File: config.mk
export PLATFORM = sky130hd
export DESIGN_NAME = aap_fetch_stage
export DESIGN_NICKNAME = d
export VERILOG_FILES = /design/src/rtl/aap_fetch_stage.sv
export SDC_FILE = /design/constraint.sdc
export NUM_CORES = 1
export LEC_CHECK = 0
export ABC_AREA = 1
export CORE_UTILIZATION = 50
export DETAILED_ROUTE_END_ITERATION = 16
export GPL_TIMING_DRIVEN = 1
export PLACE_DENSITY = 0.81
export SKIP_LAST_GASP = 1
export SLEW_MARGIN = 40
export SYNTH_ARGS = -nofsm -noshare
export SYNTH_HDL_FRONTEND = slang
export SYNTH_SLANG_ARGS = --single-unit
export TNS_END_PERCENT = 1
File: constraint.sdc
create_clock -name CLOCK_50 -period 2.9 [get_ports CLOCK_50]
set_input_delay 0.58 -clock CLOCK_50 [delete_from_list [all_inputs] [get_ports CLOCK_50]]
set_output_delay 0.58 -clock CLOCK_50 [all_outputs]
set_load 0.01 [all_outputs]
File: src/rtl/aap_fetch_stage.sv
// AAP instruction fetch stage: walks the word-addressed PC, reads 16-bit words
// over req/ack, assembles 16/32-bit instructions and hands them to the decoder.
module aap_fetch_stage #(
   parameter int unsigned         PC_W     = 24,
   parameter logic [PC_W-1:0]     RESET_PC = '0
) (
   input  logic            CLOCK_50,
   input  logic            reset,
   output logic            imem_req,
   output logic [PC_W-1:0] imem_addr,
   input  logic            imem_ack,
   input  logic [15:0]     imem_rdata,
   input  logic            redirect_valid,
   input  logic [PC_W-1:0] redirect_pc,
   output logic            fetch_valid,
   input  logic            fetch_ready,
   output logic [15:0]     fetchoutput,
   output logic [15:0]     fetchoutput_ext,
   output logic            fetch_is32,
   output logic [PC_W-1:0] fetch_pc
);

   typedef enum logic [1:0] {FETCH1, FETCH2, PRESENT} state_t;

   localparam logic [PC_W-1:0] ONE = 1;

   state_t          state, state_nx;
   logic [PC_W-1:0] pc, pc_nx, pc_inc;
   logic            req_nx, valid_nx, is32_nx;
   logic [PC_W-1:0] addr_nx, fpc_nx;
   logic [15:0]     out_nx, ext_nx;

   assign pc_inc = pc + ONE;

   always_ff @(posedge CLOCK_50 or negedge reset) begin
      if (!reset) begin
         state           <= FETCH1;
         pc              <= RESET_PC;
         imem_req        <= 1'b0;
         imem_addr       <= '0;
         fetch_valid     <= 1'b0;
         fetchoutput     <= '0;
         fetchoutput_ext <= '0;
         fetch_is32      <= 1'b0;
         fetch_pc        <= '0;
      end else begin
         state           <= state_nx;
         pc              <= pc_nx;
         imem_req        <= req_nx;
         imem_addr       <= addr_nx;
         fetch_valid     <= valid_nx;
         fetchoutput     <= out_nx;
         fetchoutput_ext <= ext_nx;
         fetch_is32      <= is32_nx;
         fetch_pc        <= fpc_nx;
      end
   end

   always_comb begin
      state_nx = state;
      pc_nx    = pc;
      req_nx   = imem_req;
      addr_nx  = imem_addr;
      valid_nx = fetch_valid;
      out_nx   = fetchoutput;
      ext_nx   = fetchoutput_ext;
      is32_nx  = fetch_is32;
      fpc_nx   = fetch_pc;
      // Redirect wins over everything; any word acked this cycle is dropped.
      if (redirect_valid) begin
         pc_nx    = redirect_pc;
         state_nx = FETCH1;
         valid_nx = 1'b0;
         req_nx   = 1'b0;
      end else begin
         case (state)
            FETCH1: begin
               if (!imem_req) begin
                  req_nx  = 1'b1;
                  addr_nx = pc;
               end else if (imem_ack) begin
                  out_nx = imem_rdata;
                  fpc_nx = pc;
                  pc_nx  = pc_inc;
                  if (imem_rdata[15]) begin
                     // Keep the request up and move straight on to the second word.
                     state_nx = FETCH2;
                     addr_nx  = pc_inc;
                  end else begin
                     ext_nx   = '0;
                     is32_nx  = 1'b0;
                     req_nx   = 1'b0;
                     valid_nx = 1'b1;
                     state_nx = PRESENT;
                  end
               end
            end
            FETCH2: begin
               if (!imem_req) begin
                  req_nx  = 1'b1;
                  addr_nx = pc;
               end else if (imem_ack) begin
                  ext_nx   = imem_rdata;
                  is32_nx  = 1'b1;
                  pc_nx    = pc_inc;
                  req_nx   = 1'b0;
                  valid_nx = 1'b1;
                  state_nx = PRESENT;
               end
            end
            PRESENT: begin
               if (fetch_ready) begin
                  valid_nx = 1'b0;
                  state_nx = FETCH1;
                  req_nx   = 1'b1;
                  addr_nx  = pc;
               end
            end
            default: state_nx = FETCH1;
         endcase
      end
   end

endmodule
After elaboration in Yosys (flattened, before gate mapping)

Cells that the tools add are included.
W data, S select, Z words.

Flip-flop bits (word level): 109
Input bits: 45
Output and inout port bits: 83
Logic and storage cells: 87

$add $sub $neg: 1
Equality and inequality tests: 17
Muxes and demuxes: 44
Bitwise gates (word level): 1
Reductions and logical operators: 15

Operators with widths:

| cell                    | number |
|---|---|
| $mux W24                | 9 |
| $mux W16                | 5 |
| $pmux W24 S3            | 1 |
| $pmux W16 S2            | 1 |
| $add A24 B1 Y24 const B | 1 |
| $ne A3 B3 Y1 const B    | 8 |
| $mux W1                 | 17 |
| $mux W2                 | 7 |
| $ne A2 B2 Y1 const B    | 7 |
| $reduce_and A7 Y1       | 2 |
| $reduce_bool A2 Y1      | 4 |
| $pmux W1 S3             | 2 |
| $pmux W2 S3             | 1 |
| $reduce_and A6 Y1       | 1 |
| $reduce_and A5 Y1       | 1 |
| $reduce_and A4 Y1       | 1 |
| $reduce_bool A4 Y1      | 1 |
| $reduce_and A3 Y1       | 1 |
| $reduce_bool A3 Y1      | 1 |
| $eq A2 B1 Y1 const B    | 1 |
| $eq A2 B2 Y1 const B    | 1 |
| $logic_not A2 Y1        | 1 |
| $pmux W1 S2             | 1 |
| $reduce_and A2 Y1       | 1 |
| other kinds (2)         | 2 |

Longest topological paths before layout

Gate-level depths: netlist of the first run.

Depth after elaboration: 5
Gate-level depth with buffers: 10
Depth with buffers taken out: 10

Worst setup path before layout of the first run

No wires, ideal clock.

Path kind: register to register
From: register state[1]
To: register fetchoutput_ext[6]
Library setup time: 125 ps
Arrival: 1550 ps
Required time: 2775 ps
Path slack: 1225 ps
Stages on the path, launching flop included: 9
Buffers on the path: 1
Clock period less this slack: 1675 ps
Path through: dfrtp_1 > inv_1 > ha_1 > nor2_4 > nor2_4 > nand2_2 > a21oi_4 > buf_4 > o22ai_1

Longest elaborated chain between the ends: 3
Elaborated cells on any way between the ends: 10
Those cells by class: eq/ne: 6; mux: 1; reduce/logical: 3

RTL lines:

| item                                                                | RTL line | text |
|---|---|---|
| start: declaration                                                  | 27       | `state_t state, state_nx;` |
| start signal: assignment                                            | 47       | `state <= state_nx;` |
| $eq A2 B1 Y1 / $logic_not A2 Y1 (equally long branches)             | 76       | `case (state)` |
| $ne A2 B2 Y1 (no line) / $reduce_bool A2 Y1 (equally long branches) | --       |  |
| $reduce_and A7 Y1 (no line)                                         | --       |  |
| end signal: assignment                                              | 53       | `fetchoutput_ext <= ext_nx;` |
| end: declaration                                                    | 18       | `output logic [15:0] fetchoutput_ext,` |

Several ways; a longest one is shown, not always the timed one.
A chain may end at the register's enable or synchronous reset.

Worst setup path in the final report of the first run

From: register state[1]
To: register imem_addr[11]

Longest elaborated chain between the ends: 3
Elaborated cells on any way between the ends: 10
Those cells by class: eq/ne: 6; mux: 1; reduce/logical: 3

RTL lines:

| item                                                 | RTL line | text |
|---|---|---|
| $eq A2 B2 Y1, or another cell as far along           | 76       |  |
| $ne A2 B2 Y1 (no line), or another cell as far along | --       |  |
| $reduce_and A6 Y1 (no line)                          | --       |  |
| end signal: assignment                               | 50       | `imem_addr <= addr_nx;` |
| end: declaration                                     | 10       | `output logic [PC_W-1:0] imem_addr,` |

Several ways; a longest one is shown, not always the timed one.

==> results by group, run 1 <==
Floorplan
  – Die X: 105 um
  – Core region area: 10300 um^2
  – IO Pins: 128
  – DIE HEIGHT: 105 um
  – Starting Density: 51.4%
  – DIE AREA: 11000 um^2
  – FP Rows: 37

Cells and area
  – ANT cells: 0
  – Layout area overhead: 30.3%
  – Commonest non-fill, non-tap cell in the layout: nand2_1
  – Nets: 811
  – Finished Cell Area: 6890 um^2
  – Share of cells above drive strength 1: 6.01%
  – Final Non-Filler Cells: 902
  – Most frequent cells in the layout: nand2_1, clkdlybuf4s50_1, dfrtp_1

Placement
  – Setup WS pre-CTS: 0.400 ns
  – Post-DP Area: 6680 um^2
  – Placed Instances: 886
  – Gpl congestion: 0.914
  – Port buffer count: 127
  – DP HPWL: 10.0 mm

Logic synthesis
  – Post-synthesis cell type count: 34
  – EDFF count, synth: 0
  – Mux cell area share after synthesis: 0.639%
  – Cell Area, Synth: 5290 um^2
  – Synthesized area per cell: 8.23 um^2
  – Most used DFF post-synth: dfrtp_1
  – Simple-Gate Fraction of Synth Area: 22.0%
  – Mapped Cells: 642
  – Register area share after synthesis: 51.6%
  – Synth Register Bits: 109
  – Main combinational cell family by area after synthesis: simple AND/OR/NAND/NOR gates
  – Post-Synth XOR/XNOR Area: 1.33%
  – Compound-cell area share of the yosys netlist: 15.6%
  – Post-Syn Nets: 692
  – Yosys warnings: 0
  – Post-Synth Adder-Cell Area: 1.18%
  – Synth async-reset ratio: 100%

Global route
  – Vias in the first global route: 4772
  – Pin count of the biggest net entering global routing: 110
  – First-pass GRT wire length: 23.2 mm
  – Congestion Overflow GR: 0
  – Antenna violations before repair: 0
  – Total Routing Usage GR: 26.7%

Drt
  – Metal3 WL: 872 um
  – Routed length on met1: 6.13 mm
  – Drt pass-1 iters: 6
  – Uppermost layer routed: met4
  – Final antenna-violating net count: 0
  – DRT iter0 DRCs: 360
  – Vias/cell: 5.30
  – DR DRC count: 0
  – WL per Instance: 15.5 um
  – Routed via count: 4783
  – WL met2: 6.73 mm
  – WL final: 13.9 mm

Timing
  – Worst Skew: 0.0108 ns
  – Max-slew violations: 0
  – Setup TNS: 0 ns
  – Fmax: 462 MHz
  – Worst-Margin Slew: 0.772 ns
  – Slew margin rel.: 48.5%
  – Final setup vio count: 0
  – Final hold viol count: 0
  – Tmin final: 2.17 ns
  – RSZ-0062 raised after global routing: no
  – Final WS setup: 0.733 ns
  – Fin crit share: 74.7%

CTS
  – Clock-pin slew on the worst setup and hold paths: 0.10 ns
  – Clk root buf: clkbuf_8
  – Hold_buf cts: 0
  – CTS buffer count: 9
  – Setup Fix Bufs, Post-CTS: 0
  – CTS Sinks: 109
  – CTS Buffer Depth: 2
  – Worst-skew pair later-pin latency: 0.37 ns
  – H-tree Lvls: 3
  – TritonCTS clock tree: built
  – PostCTS Resize Cnt: 0

Critical path
  – Crit path kind: register to register
  – Crit-path max FO: 40
  – Reg-to-reg setup timing slack: 0.73 ns
  – CP Data Required Time: 3.16 ns
  – Crit path from: state[1]
  – Endpoint type of the worst setup path: register
  – Worst setup SP type: register
  – RR Endpoint: imem_addr[11]
  – Critical path destination: imem_addr[11]
  – Crit path DAT: 2.43 ns
  – Path depth of the worst reg2reg path: 9
  – Worst R2R Start: state[1]

Pwr
  – LEAKAGE: 3.20 nW
  – Tot Pwr: 6.53 mW
  – Power per cell area: 948 nW/um^2
  – Peak supply drop: 380 uV

Worst hold path
  – Hold/Removal Path Class: input pin to asynchronous set/reset pin

Run status
  – Status: finished clean

Flow run
  – Max cap viols: 0
-- kinds of logic (layout without fill, tap and decap cells) --
kind of cell | count (synthesis) | in the layout
AND/OR/NAND/NOR | 286 | 286
adder cells (fa/ha/maj) | 5 | 5
multiplexers | 3 | 3
flip-flops | 109 | 109
XOR/XNOR | 8 | 8
buffers and inverters | 100 | 224
AO/OA/AOI/OAI | 131 | 131
-- Yosys cell counts, drive strengths merged (6+ instances only) --
| library cell | number | share of area (%) |
|---|---|---|
| a21oi | 19 | 2.2 |
| o211ai | 6 | 0.85 |
| buf | 15 | 1.6 |
| xor2 | 6 | 0.99 |
| inv | 74 | 5.3 |
| dfrtp | 109 | 52 |
| nor2 | 41 | 3.2 |
| clkbuf | 11 | 0.78 |
| and2 | 6 | 0.71 |
| nand2 | 204 | 15 |
| nand3 | 31 | 2.9 |
| a22oi | 17 | 2.4 |
| o22ai | 17 | 3.1 |
| o21ai | 67 | 6.3 |
-- report_power, final --
group	switching, mW	total, mW	internal (mW)
clock network	0.517	0.964	0.447
logic	1.53	3.02	1.49
registers	0.431	2.55	2.12
total	2.48	6.53	4.06
-- registers in the layout (all words and copies together) (netlist names) --
signal	flops
state	2
pc	24
fetchoutput_ext	16
fetchoutput	16
fetch_valid	1
fetch_pc	24
imem_addr	24
imem_req	1
fetch_is32	1
-- how the worst min path moves through the flow --
stage                               from        endpoint  slack, ns  depth (start not counted)
final                              reset  fetchoutput[0]       0.26                          2
after global routing               reset  fetchoutput[0]       0.32                          2
after CTS                          reset  fetchoutput[1]       0.30                          2
after detailed placement   imem_addr[14]   imem_addr[14]       0.46                          2
after global placement    fetchoutput[7]  fetchoutput[7]       0.47                          2
after floorplan                    reset      fetch_is32       0.28                          0
-- worst max-delay path, cell delays in order (launching register included) --
cell and delay [ns]:
dfrtp_1 0.43, inv_1 0.11, ha_1 0.34, nor2_4 0.09, nor2_1 0.17, a21oi_4 0.12, inv_2 0.50, a21oi_1 0.11
o21ai_1 0.11, nand2_1 0.06
-- cell type report --
class | count | area, um^2
multi-input cells | 433 | 2160
fillers | 846 | 3390
repair buffers | 134 | 1350
well taps | 136 | 170
inverters | 74 | 278
clock inverters | 5 | 58.8
flip-flops and latches | 109 | 2730
clock buffers | 11 | 151
-- per-layer routing --
layer	track usage, %	up-vias
met5	0	-
met2	43.7	196
met4	9.86	0
met1	36.4	2263
li1	-	2305
met3	3.81	19
-- per-stage QoR --
| step | util, % | hold slack, ns |
|---|---|---|
| after detailed placement | 65.0 | 0.465 |
| after CTS | 67.0 | 0.296 |
| final | 67.0 | 0.261 |
| after global placement | 65.0 | 0.467 |
| after floorplan | - | 0.284 |
| after global routing | 67.0 | 0.324 |
No activity file was read; power rests on OpenSTA's default activity.
==> inputs of run 2 (changes only) <==
CORE_UTILIZATION = 45   (was 50)
PLACE_DENSITY = 0.77   (was 0.81)
clock period = 1.9 ns   (was 2.9 ns; I/O delays follow)
==> results by group, run 2 (synthesized netlist as in run 1, its figures left out) <==
Timing
  – Slew margin rel.: 69.5%
  – RSZ-0062 raised after global routing: yes
  – Fmax: 560 MHz
  – Final setup vio count: 0
  – Final hold viol count: 0
  – Worst-Margin Slew: 0.458 ns
  – Tmin final: 1.78 ns
  – Max-slew violations: 0
  – Fin crit share: 93.9%
  – Worst Skew: 0.00493 ns

CTS
  – Worst-skew pair later-pin latency: 0.35 ns
  – CTS buffer count: 9
  – CTS Sinks: 109
  – Clock-pin slew on the worst setup and hold paths: 0.07 ns
  – H-tree Lvls: 3
  – CTS Buffer Depth: 2
  – Clk root buf: clkbuf_16
  – TritonCTS clock tree: built

Cells and area
  – Commonest non-fill, non-tap cell in the layout: nand2_1
  – Layout area overhead: 36.0%
  – Top flop regs: fetch_pc: 24 flops, imem_addr: 24 flops, pc: 24 flops
  – Most frequent cells in the layout: nand2_1, clkdlybuf4s50_1, dfrtp_1
  – Finished Cell Area: 7190 um^2
  – Share of cells above drive strength 1: 8.54%
  – ANT cells: 0
  – Nets: 830

Global route
  – Congestion Overflow GR: 0
  – First-pass GRT wire length: 23.1 mm
  – Vias in the first global route: 4744
  – Antenna violations before repair: 0
  – Total Routing Usage GR: 25.0%
  – Pin count of the biggest net entering global routing: 50

Placement
  – Gpl congestion: 0.889
  – Post-DP Area: 6860 um^2
  – Port buffer count: 127
  – DP HPWL: 10.6 mm

Critical path
  – Worst path max stage delay: 0.42 ns
  – Worst path cell trace: inv_1 > ha_2 > inv_1 > nor2_1 > nand2_2 > buf_4 > nand2_1 > o21ai_0
  – Crit path DAT: 2.00 ns
  – CP Data Required Time: 2.12 ns
  – Worst setup SP type: register
  – Crit-path max FO: 32
  – CP dominant cell by count: inv_1
  – Path depth of the worst reg2reg path: 8
  – Critical path depth: 8
  – Critical-path top delay cell: dfrtp_1
  – CP top delay family: buffers and inverters
  – Buf+Inv Stages, Crit Path: 3
  – Crit path kind: register to register
  – Endpoint type of the worst setup path: register

Drt
  – Routed via count: 4875
  – WL per Instance: 15.5 um
  – Final antenna-violating net count: 0
  – Vias/cell: 5.25
  – DRT iter0 DRCs: 445
  – DR DRC count: 0
  – WL final: 14.4 mm
  – Drt pass-1 iters: 5

Floorplan
  – DIE HEIGHT: 110 um
  – DIE AREA: 12200 um^2
  – Starting Density: 46.3%
  – Core region area: 11400 um^2
  – IO Pins: 128
  – FP Rows: 39
  – Die X: 110 um

Pwr
  – Net switching power figure: 3.91 mW
  – LEAKAGE: 3.34 nW
  – Tot Pwr: 10.7 mW
  – Share of total power in the clock network: 17.6%
  – Peak supply drop: 693 uV
  – Sequential fraction of design power: 36.4%
  – Sw Share: 36.7%
  – Design internal power: 6.75 mW
  – Power per cell area: 1480 nW/um^2
  – Combinational share of power: 46.0%

Run status
  – Status: finished clean

Flow run
  – Max cap viols: 0

Worst hold path
  – Hold/Removal Path Class: register to register
  – Worst Hold Path Cells: 2
-- run 2: changes by cell type in the layout (fill, tap and decap cells not counted), sizes merged --
cell | before | now
buf | 8 | 26
clkbuf | 11 | 10
clkinv | 2 | 3
dlygate4sd3 | 0 | 1
-- run 2: final cells by class --
class                   count  area, um^2
clock buffers              10         229
multi-input cells         433        2170
clock inverters             6        63.8
inverters                  74         278
fillers                  1008        4230
repair buffers            153        1540
well taps                 143         179
flip-flops and latches    109        2730
-- run 2: metal layers --
layer,vias to the layer above,share of wire [%],GRT usage (%)
met5,-,0,0
met2,203,48,41.9
li1,2340,-,-
met1,2311,44,33.0
met3,21,6.7,3.70
met4,0,1.9,8.46
-- run 2: final timing paths --
| path | startpoint | end | slack [ns] |
|---|---|---|---|
| worst max-delay path | state[0] | fetchoutput[1] | 0.12 |
| worst min-delay path | imem_addr[20] | imem_addr[20] | 0.48 |
| worst max register to register | state[0] | fetchoutput[1] | 0.12 |
| worst min register to register | imem_addr[20] | imem_addr[20] | 0.48 |
| max in group asynchronous | reset | pc[20] | 0.76 |
| min in group asynchronous | reset | fetchoutput[2] | 0.52 |
-- run 2: tightest hold or removal path, delay by kind of cell (launching register included) --
kind	cells	cell delay [ns]
flip-flops	1	0.34
AND/OR/NAND/NOR	2	0.10
-- run 2: through the flow --
stage               instances  hold slack (ns)  setup TNS [ns]  setup WS [ns]  utilization [%]
finish                    928            0.479               0          0.116             62.9
global route              928            0.507          -0.280        -0.0853             62.9
CTS                       926            0.484               0         0.0304             62.7
detailed placement        909            0.359          -0.409        -0.0711             60.1
global placement          909            0.349         -0.0188       -0.00978             60.1
floorplan                 642           0.0844               0          0.225                -
-- run 2: repair_timing --
| item | CTS | global route |
|---|---|---|
| setup buffers | 0 | 2 |
| hold buffers | 1 | 0 |
| hold endpoints to repair | 32 | 0 |
| endpoints found under the setup margin | 0 | 57 |
| resized for setup | 0 | 5 |
-- run 2: power groups by stage --
stage / clock [mW] / combinational [mW] / sequential, mW
finish: 1.88 / 4.90 / 3.88
global route: 2.01 / 5.40 / 4.00
CTS: 1.91 / 4.88 / 3.88
detailed placement: 0 / 4.84 / 3.91
global placement: 0 / 4.72 / 3.89
floorplan: 0 / 1.99 / 4.17
==> inputs of run 3 (changes only) <==
CTS_CLUSTER_SIZE = 12   (was default)
SETUP_SLACK_MARGIN = 0.4   (was default)
==> results by group, run 3 (synthesized netlist as in run 1, its figures left out) <==
Run status
  – Status: finished clean

Critical path
  – Worst setup SP type: register
  – Crit-path max FO: 4
  – CP top delay family: buffers and inverters
  – Worst path max stage delay: 0.56 ns
  – Critical-path top delay cell: clkdlybuf4s50_1
  – Buf+Inv Stages, Crit Path: 1
  – CP Data Required Time: 1.52 ns
  – Crit path DAT: 1.31 ns
  – Worst path cell trace: clkdlybuf4s50_1
  – Crit path kind: register to output port
  – Endpoint type of the worst setup path: output port
  – Path depth of the worst reg2reg path: 8
  – Critical path depth: 1

Placement
  – Port buffer count: 127
  – Placed Instances: 906
  – DP HPWL: 10.7 mm
  – Gpl congestion: 0.935

Drt
  – Final antenna-violating net count: 0
  – WL final: 15.1 mm
  – Drt pass-1 iters: 5
  – Vias/cell: 5.31
  – Routed via count: 4960
  – DRT iter0 DRCs: 345
  – DR DRC count: 0
  – WL per Instance: 16.2 um

Floorplan
  – DIE AREA: 12200 um^2
  – DIE HEIGHT: 110 um
  – Core region area: 11400 um^2
  – IO Pins: 128
  – FP Rows: 39
  – Die X: 110 um
  – Starting Density: 46.3%

Timing
  – Final setup vio count: 0
  – Fmax: 592 MHz
  – Slew margin rel.: 71.2%
  – Max-slew violations: 0
  – Worst-Margin Slew: 0.432 ns
  – Fin crit share: 89.0%
  – RSZ-0062 raised after global routing: yes
  – Setup TNS: 0 ns
  – Final hold viol count: 0
  – Worst Skew: 0.0110 ns
  – Tmin final: 1.69 ns

Cells and area
  – # fillers: 936
  – Fin util: 65.0%
  – Share of cells above drive strength 1: 12.6%
  – Layout area overhead: 40.5%
  – Nets: 836
  – ANT cells: 0
  – Final Non-Filler Cells: 934
  – Commonest non-fill, non-tap cell in the layout: nand2_1
  – Most frequent cells in the layout: nand2_1, clkdlybuf4s50_1, dfrtp_1
  – Top flop regs: fetch_pc: 24 flops, imem_addr: 24 flops, pc: 24 flops

CTS
  – CTS Buffer Depth: 2
  – CTS buffer count: 9
  – CTS Sinks: 109
  – TritonCTS clock tree: built
  – Clk root buf: clkbuf_16
  – H-tree Lvls: 3
  – Worst-skew pair later-pin latency: 0.35 ns
  – Clock-pin slew on the worst setup and hold paths: 0.08 ns

Pwr
  – Share of total power in the clock network: 17.2%
  – Peak supply drop: 763 uV
  – Design internal power: 6.86 mW
  – Combinational share of power: 47.3%
  – Net switching power figure: 4.19 mW
  – Sw Share: 37.9%
  – LEAKAGE: 3.41 nW
  – Sequential fraction of design power: 35.5%
  – Power per cell area: 1490 nW/um^2

Global route
  – Antenna violations before repair: 0
  – Total Routing Usage GR: 25.6%
  – Pin count of the biggest net entering global routing: 47
  – Vias in the first global route: 4765
  – Congestion Overflow GR: 0
  – First-pass GRT wire length: 23.7 mm

Worst hold path
  – Hold/Removal Path Class: register to register
  – Worst Hold Path Cells: 2

Flow run
  – Max cap viols: 0
## run 3: cell count changes in the layout (fill, tap and decap cells not counted), moves of 3 or more
| cell | delta |
|---|---|
| a21oi_1 | -4 |
| inv_8 | +3 |
| dfrtp_2 | +7 |
| buf_12 | +4 |
| a21oi_2 | +4 |
| nor2_1 | -4 |
| inv_1 | -4 |
| nor2_4 | +3 |
| dfrtp_1 | -7 |
## run 3: layer usage
metal | track usage [%] | vias up | wire [um]
met1 | 36.4 | 2334 | 6780
met5 | 0 | - | 0
met3 | 5.29 | 28 | 1170
li1 | - | 2361 | -
met2 | 38.5 | 237 | 6840
met4 | 9.59 | 0 | 315
## run 3: final timing paths
check                              startpoint       endpoint  slack [ns]
worst max-delay path                 imem_req       imem_req        0.21
worst min-delay path            imem_addr[22]  imem_addr[22]        0.48
worst max register to register          pc[0]  imem_addr[18]        0.25
worst min register to register  imem_addr[22]  imem_addr[22]        0.48
max in group asynchronous               reset  imem_addr[21]        0.77
min in group asynchronous               reset   fetch_pc[14]        0.53
## run 3: timing repair
item	CTS	global route
gates resized for setup	9	27
setup endpoints to repair	191	191
cloned	1	1
hold buffers	1	0
pin swaps	0	3
buffers inserted	3	6
hold endpoints to repair	28	0
## run 3: final cells by class
class                      count  area (um^2)  share of cell area [%]
timing repair inverter         1         7.51                   0.101
clock buffer                  10          239                    3.22
tap                          143          179                    2.41
multi-input combinational    433         2270                    30.6
timing repair buffer         158         1650                    22.2
inverter                      74          284                    3.82
clock inverter                 6         58.8                   0.792
sequential                   109         2740                    36.8
## run 3: through the flow
step / total power, mW / hold slack [ns] / setup slack [ns] / instance area, um^2
2_1_floorplan: 6.25 / 0.0844 / 0.317 / 5340
3_3_place_gp: 8.65 / 0.355 / 0.0359 / 6890
3_5_place_dp: 8.80 / 0.349 / -0.0145 / 6890
4_1_cts: 10.9 / 0.485 / 0.201 / 7260
5_1_grt: 11.8 / 0.507 / 0.164 / 7430
6_report: 11.1 / 0.483 / 0.210 / 7430
## run 3: power groups by stage
stage	logic (mW)	registers, mW	clock network (mW)
after floorplan	2.08	4.18	0
after global placement	4.73	3.91	0
after detailed placement	4.86	3.94	0
after CTS	5.05	3.91	1.93
after global routing	5.73	4.03	2.01
final	5.23	3.92	1.91
